[config.mk]
export PLATFORM = sky130hd
export DESIGN_NAME = countdown_timer_flat
export DESIGN_NICKNAME = d
export VERILOG_FILES = /design/src/rtl/countdown_timer_if.sv /design/src/rtl/countdown_timer.sv /design/src/flat_wrapper.sv
export SDC_FILE = /design/constraint.sdc
export NUM_CORES = 1
export LEC_CHECK = 0
export CORE_MARGIN = 1.5
export CORE_UTILIZATION = 35
export CTS_CLUSTER_SIZE = 24
export DETAILED_ROUTE_END_ITERATION = 12
export GPL_ROUTABILITY_DRIVEN = 0
export SYNTH_ARGS = -nofsm -noshare
export SYNTH_HDL_FRONTEND = slang
export SYNTH_SLANG_ARGS = --single-unit
[constraint.sdc]
create_clock -name clk -period 2.6 [get_ports clk]
set_clock_uncertainty 0.2 [all_clocks]
set_input_delay 0.26 -clock clk [delete_from_list [all_inputs] [get_ports clk]]
set_output_delay 0.26 -clock clk [all_outputs]
set_load 0.01 [all_outputs]
[src/rtl/countdown_timer_if.sv]
// Control/status bundle between the anti-theft FSM (master) and the countdown timer (slave).
// The FSM drives start_timer/value and watches expired, busy, remaining and the 1 Hz tick.
interface countdown_timer_if;
    logic       start_timer;
    logic [3:0] value;
    logic       expired;
    logic       busy;
    logic [3:0] remaining;
    logic       one_hz_enable;

    modport master (
        output start_timer, value,
        input  expired, busy, remaining, one_hz_enable
    );

    modport slave (
        input  start_timer, value,
        output expired, busy, remaining, one_hz_enable
    );
endinterface

[src/rtl/countdown_timer.sv]
// Interval countdown with a free-running 1 Hz divider. Emits a one-cycle expired pulse
// when the interval elapses. The interval length is sampled one cycle after start.
module countdown_timer #(
    parameter int CLK_HZ = 27_000_000,
    parameter int DIV_W  = 25
) (
    input  logic               clk,
    input  logic               reset,
    countdown_timer_if.slave   tmr
);

    typedef enum logic [1:0] {S_IDLE, S_LOAD, S_RUN, S_DONE} state_t;

    localparam logic [DIV_W-1:0] DIV_MAX = DIV_W'(CLK_HZ - 1);

    state_t           r_state;
    state_t           w_state_nxt;
    logic [DIV_W-1:0] r_div_cnt;
    logic [3:0]       r_remaining;
    logic [3:0]       w_remaining_nxt;
    logic             r_expired;
    logic             w_tick;

    assign w_tick = (r_div_cnt == DIV_MAX);

    // Restart beats every other transition, including a tick or leaving DONE.
    always_comb begin
        w_state_nxt     = r_state;
        w_remaining_nxt = r_remaining;
        if (tmr.start_timer) begin
            w_state_nxt = S_LOAD;
        end else begin
            case (r_state)
                S_IDLE: w_state_nxt = S_IDLE;
                S_LOAD: begin
                    if (tmr.value == 4'd0) begin
                        w_state_nxt = S_DONE;
                    end else begin
                        w_remaining_nxt = tmr.value;
                        w_state_nxt     = S_RUN;
                    end
                end
                S_RUN: begin
                    if (w_tick) begin
                        if (r_remaining == 4'd1) begin
                            w_remaining_nxt = 4'd0;
                            w_state_nxt     = S_DONE;
                        end else begin
                            w_remaining_nxt = r_remaining - 4'd1;
                        end
                    end
                end
                S_DONE:  w_state_nxt = S_IDLE;
                default: w_state_nxt = S_IDLE;
            endcase
        end
    end

    // A restart zeroes the divider so the first counted second is a full second.
    always_ff @(posedge clk or posedge reset) begin
        if (reset) begin
            r_state     <= S_IDLE;
            r_div_cnt   <= '0;
            r_remaining <= 4'd0;
            r_expired   <= 1'b0;
        end else begin
            r_state     <= w_state_nxt;
            r_remaining <= w_remaining_nxt;
            r_expired   <= (w_state_nxt == S_DONE);
            r_div_cnt   <= (tmr.start_timer || w_tick) ? '0 : r_div_cnt + DIV_W'(1);
        end
    end

    assign tmr.expired       = r_expired;
    assign tmr.busy          = (r_state == S_LOAD) || (r_state == S_RUN);
    assign tmr.remaining     = r_remaining;
    assign tmr.one_hz_enable = w_tick;

endmodule

[src/flat_wrapper.sv]
// flat-port wrapper written by rule: the top's interface ports become plain ports
module countdown_timer_flat 
#(
    parameter int CLK_HZ = 27_000_000,
    parameter int DIV_W  = 25
)
  (clk, reset, tmr_start_timer, tmr_value, tmr_expired, tmr_busy, tmr_remaining, tmr_one_hz_enable);
  countdown_timer_if tmr_i ();
  input  logic clk;
  input  logic reset;
  input wire logic [$bits(tmr_i.start_timer)-1:0] tmr_start_timer;
  input wire logic [$bits(tmr_i.value)-1:0] tmr_value;
  output wire logic [$bits(tmr_i.expired)-1:0] tmr_expired;
  output wire logic [$bits(tmr_i.busy)-1:0] tmr_busy;
  output wire logic [$bits(tmr_i.remaining)-1:0] tmr_remaining;
  output wire logic [$bits(tmr_i.one_hz_enable)-1:0] tmr_one_hz_enable;
  assign tmr_i.start_timer = tmr_start_timer;
  assign tmr_i.value = tmr_value;
  assign tmr_expired = tmr_i.expired;
  assign tmr_busy = tmr_i.busy;
  assign tmr_remaining = tmr_i.remaining;
  assign tmr_one_hz_enable = tmr_i.one_hz_enable;
  countdown_timer #(.CLK_HZ(CLK_HZ), .DIV_W(DIV_W)) u_core (.clk(clk), .reset(reset), .tmr(tmr_i));
endmodule
# Word-level counts from Yosys, hierarchy flattened
# Index checks and enable logic that the tools add are counted.
dict set report totals {
  regBits 32
  elab_cells 32
}
dict set report classes {
  add_sub_neg 2
  n_eq_ne 8
  mux 10
  n_bitwise 1
  reduce_logical 7
}
# operator n
set op_table {}
lappend op_table {{$add A25 B1 Y25 const B} 1}
lappend op_table {{$eq A25 B25 Y1 const B} 1}
lappend op_table {{$mux W25} 1}
lappend op_table {{$mux W4} 3}
lappend op_table {{$pmux W4 S2} 1}
lappend op_table {{$eq A2 B2 Y1 const B} 3}
lappend op_table {{$mux W2} 3}
lappend op_table {{$pmux W2 S3} 1}
lappend op_table {{$eq A4 B1 Y1 const B} 1}
lappend op_table {{$logic_not A4 Y1} 1}
lappend op_table {{$reduce_and A4 Y1} 1}
lappend op_table {{$sub A4 B1 Y4 const B} 1}
lappend op_table {{$eq A2 B1 Y1 const B} 1}
lappend op_table {{$logic_not A2 Y1} 1}
lappend op_table {{$logic_or A1 B1 Y1} 2}
lappend op_table {{$ne A2 B1 Y1 const B} 1}
lappend op_table {{$ne A2 B2 Y1 const B} 1}
lappend op_table {{$reduce_bool A2 Y1} 1}
lappend op_table {{$reduce_or A2 Y1} 1}
lappend op_table {{$mux W1} 1}
lappend op_table {{$not A1 Y1} 1}

# Longest topological paths before layout
dict set report logic_depth {
  word_depth 6
  depth_mapped 7
  depth_no_buf 6
}

# Least setup slack after synthesis
# No wires, ideal clock.
dict set report synth_timing {
  kind {register to register}
  start {reg u_core.r_div_cnt[0]}
  end {reg u_core.r_div_cnt[24]}
  setup_ns 0.077
  arrival_time_ns 1.864
  t_required_ns 2.323
  path_slack_ns 0.459
  path_stages_with_launch 7
  n_path_buf 1
  synth_period_minus_slack_ns 2.141
  cell_sequence {dfrtp_1 > ha_1 > nand4_2 > or4_1 > buf_2 > or3_1 > a21oi_1}
}
dict set report synth_between {
  elab_chain_len 3
  elab_cells_between_ends 4
  cone_classes {add/sub (1); eq/ne (1); mux (1); reduce/logical (1)}
}
# element line_no
set synth_rtl {}
lappend synth_rtl {{start: declaration} countdown_timer.sv:18} ;# logic [DIV_W-1:0] r_div_cnt;
lappend synth_rtl {{start signal: assignment} countdown_timer.sv:70} ;# r_div_cnt <= (tmr.start_timer || w_tick) ? '0 : r_div_cnt + DIV_W'(1);
lappend synth_rtl {{parallel branches: the longest is 2 deep, another holds $add A25 B1 Y25} --}
lappend synth_rtl {{$mux W25 *} countdown_timer.sv:70}
# Mark *: on every way between the ends.
# A chain may end at the register's enable or synchronous reset.

# Final worst setup path
dict set report layout_timing {
  start {reg u_core.r_div_cnt[8]}
  end {out tmr_one_hz_enable}
}
dict set report layout_between {
  elab_chain_len 1
}
# element line_no
set layout_rtl {}
lappend layout_rtl {{$eq A25 B25 Y1} countdown_timer.sv:24} ;# assign w_tick = (r_div_cnt == DIV_MAX);
lappend layout_rtl {{end: declaration} flat_wrapper.sv:16} ;# output wire logic [$bits(tmr_i.one_hz_enable)-1:0] tmr_one_hz_enable;
# No other way between the ends.

==> impl_metrics.py <==
metrics = {
    "floorplan": {
        "die_h_um": 76.3,
        "initial_core_util_pct": 36.5,
        "die-area_mm2": 0.00581,
        "die_w_um": 76.3,
        "boundaryPins": 14,
        "rows": 26,
        "core_area_mm2": 0.00514,
    },
    "layout": {
        "finalNonFillerCells": 289,
        "nets": 232,
        "final_cell_mix": "dfrtp_1 (32), nor2_1 (22), clkdlybuf4s50_1 (13)",
        "final_common_cell": "dfrtp_1",
        "final_util_pct": 42.5,
        "syn2layout_area_growth_pct": 16.3,
        "multi_input_area_mm2": 0.00100,
        "drive_gt1_share_pct": 8.68,
        "fillers": 522,
        "antennaDiodeCount": 0,
        "regArea_um2": 801,
    },
    "setup_path": {
        "reg2reg_from": "u_core.r_div_cnt[0]",
        "r2r_setup_slack_ps": 320,
        "reg2reg_depth": 5,
        "slowest_stage": "clkdlybuf4s50_1",
        "crit_end": "tmr_one_hz_enable",
        "cp-start-kind": "flop",
        "crit_required_ps": 2140,
        "worstPathCellList": "nor4bb_1, nand4_1, nor3_2, clkdlybuf4s50_1",
        "r2r_end": "u_core.r_div_cnt[24]",
        "criticalPathCategory": "flop to primary output",
        "end_kind": "primary output",
        "cp_max_fo": 6,
        "cp.arrival_ps": 2000,
        "critical_path.max_stage_delay_ps": 560,
        "crit_start": "u_core.r_div_cnt[8]",
    },
    "sta": {
        "worstMarginPinSlew_ps": 468,
        "slew_headroom_pct": 68.8,
        "finalSetupViolCount": 0,
        "hold_violations": 0,
        "fmax_ghz": 0.407,
        "holdWs_ps": 177,
        "rsz0062_at_grt": "false",
        "timing.setup.tns_ps": 0,
        "slew_violations": 0,
        "layout_setup_ws_ps": 142,
        "layout_min_cycle_time_ps": 2460,
        "period_share_pct": 94.5,
    },
    "place": {
        "dp_slack_ps": 320,
        "dp_hpwl_mm": 2.72,
        "port-buffer-count": 13,
        "dp.cells": 282,
    },
    "job": {
        "cap_viol_max_count": 0,
    },
    "worst_hold_path": {
        "hold_path_class": "input port to async pin",
    },
    "clock_network": {
        "cts_setup_buffers": 0,
        "cts_sinks": 32,
        "cts-htree-levels": 2,
        "numCtsBuffers": 5,
        "clockBufferDepth": 2,
        "clock_latency_ps": 280,
        "clk_pin_slew_ps": 60,
        "cts_tree": "yes",
        "ctsResizeCount": 0,
        "holdBufCountCts": 0,
        "clockRootBuffer": "clkbuf_8",
    },
    "synthesis": {
        "yosysWarnings": 0,
        "synth_top_family_by_area": "simple AND/OR/NAND/NOR gates",
        "postSynth.asyncResetShare_pct": 100,
        "synth_area_mm2": 0.00188,
        "synth_top_cell_by_area": "dfrtp_1",
        "yosysUniqueCellTypes": 42,
        "synth_mux_area_share_pct": 1.13,
        "syn_nets": 217,
        "synth_compound_area_share_pct": 12.7,
        "ys_seq_area_share_pct": 42.6,
        "synthTopCellsByArea": "dfrtp_1 (43%), xnor2_1 (4.7%), nor2_1 (4.4%)",
        "syn_inst": 204,
        "synthAdderAreaFrac_pct": 4.00,
        "synth_edf_count": 0,
        "yosys.area.top_type_share_pct": 42.6,
        "yosys.area_share.simple_pct": 28.9,
        "ys_ff_latch": 32,
        "syn_area_per_cell_um2": 9.21,
        "ys.flop_type": "dfrtp_1",
        "synth_xor_area_share_pct": 6.53,
    },
    "pwr": {
        "swShare_pct": 27.1,
        "seq_power_share_pct": 47.5,
        "pwr-share-comb_pct": 19.1,
        "leakagePower_nw": 0.857,
        "ir_drop_v": 0.000331,
        "p_per_area_mw_per_mm2": 556,
        "internal_power_uw": 885,
        "power.switching_uw": 329,
        "clock_power_share_pct": 33.4,
    },
    "routing": {
        "via_count": 1546,
        "detail_route.vias_per_cell": 5.35,
        "totalWireLength_mm": 3.89,
        "wl_per_cell_um": 13.5,
        "drt_first_pass_iters": 4,
        "remaining_drc_errors": 0,
        "postRouteAntennaNets": 0,
        "drtIter0Drc": 65,
    },
    "grt": {
        "grt_overflow": 0,
        "grt_pass1_wl_mm": 6.90,
        "grt_pass1_vias": 1443,
        "grt_start_max_net_pins": 33,
        "antenna_found_initial": 0,
        "grt_usage_pct": 14.7,
    },
    "outcome": {
        "outcome": "complete, no violations",
    },
}
[flip-flops by register name, summed over array words and instances (netlist names)]
name and count:
u_core.r_div_cnt 25, u_core.tmr.remaining 4, u_core.r_state 2, u_core.tmr.expired 1
[final cells by class]
cell class,count,area share (%)
Inverter,11,1.89
Clock buffer,7,4.41
Multi-Input combinational cell,153,46.0
Timing Repair Buffer,16,6.99
Sequential cell,32,36.7
Tap cell,70,4.01
[synthesized netlist by cell type, types with 3 or more instances]
cell type and instances:
nor2_1 22, and2_1 4, xor2_1 4, a22o_1 3, dfrtp_1 32, and4_1 4, or3_1 8, nand3_1 8
nor4_1 4, inv_1 11, xnor2_1 10, nor3_1 9, a21oi_1 8, clkbuf_1 3, buf_2 5, ha_1 6
o21ai_0 8, nand2_1 12, nand4_1 11
[how the worst min path moves through the flow]
stage,startpoint,endpoint,slack (ps),cells past startpoint
finish,reset,u_core.tmr.remaining[1],180,3
global route,reset,u_core.tmr.remaining[1],220,3
CTS,reset,u_core.tmr.remaining[1],190,3
detailed placement,u_core.r_div_cnt[0],u_core.r_div_cnt[0],300,1
global placement,u_core.r_div_cnt[0],u_core.r_div_cnt[0],290,1
floorplan,tmr_start_timer,u_core.r_div_cnt[18],120,1
[power groups by stage]
stage | registers, mW | clock network (mW) | logic [mW]
6_report | 0.577 | 0.406 | 0.232
5_1_grt | 0.582 | 0.444 | 0.263
4_1_cts | 0.577 | 0.421 | 0.235
3_5_place_dp | 0.586 | 0 | 0.233
3_3_place_gp | 0.584 | 0 | 0.232
2_1_floorplan | 0.586 | 0 | 0.127
[metrics by stage]
| stage | cell area [um2] | total power [mW] |
|---|---|---|
| detailed placement | 2080 | 0.819 |
| floorplan | 1880 | 0.713 |
| global route | 2180 | 1.29 |
| finish | 2180 | 1.21 |
| CTS | 2180 | 1.23 |
| global placement | 2080 | 0.817 |
[logic make-up after synthesis]
logic type | Yosys count
multiplexers | 2
adder cells (fa/ha/maj) | 6
XOR/XNOR | 14
AND/OR/NAND/NOR | 96
flip-flops | 32
AO/OA/AOI/OAI | 35
buffers and inverters | 19
[critical path, delay by kind of cell (launching register included)]
kind / cells / cell delay, ps
DFF: 1 / 440
and+or+nand+nor: 3 / 710
buffers and inverters: 1 / 560
[per-layer routing]
layer / share of wire, % / vias up / global-route usage (%) / wire (um)
met2: 45 / 24 / 21.9 / 1740
li1: - / 774 / - / -
met5: 0 / - / 0 / 0
met1: 50 / 744 / 20.3 / 1960
met3: 3.6 / 4 / 4.67 / 139
met4: 1.1 / 0 / 4.44 / 44
No activity file was read; power rests on OpenSTA's default activity.
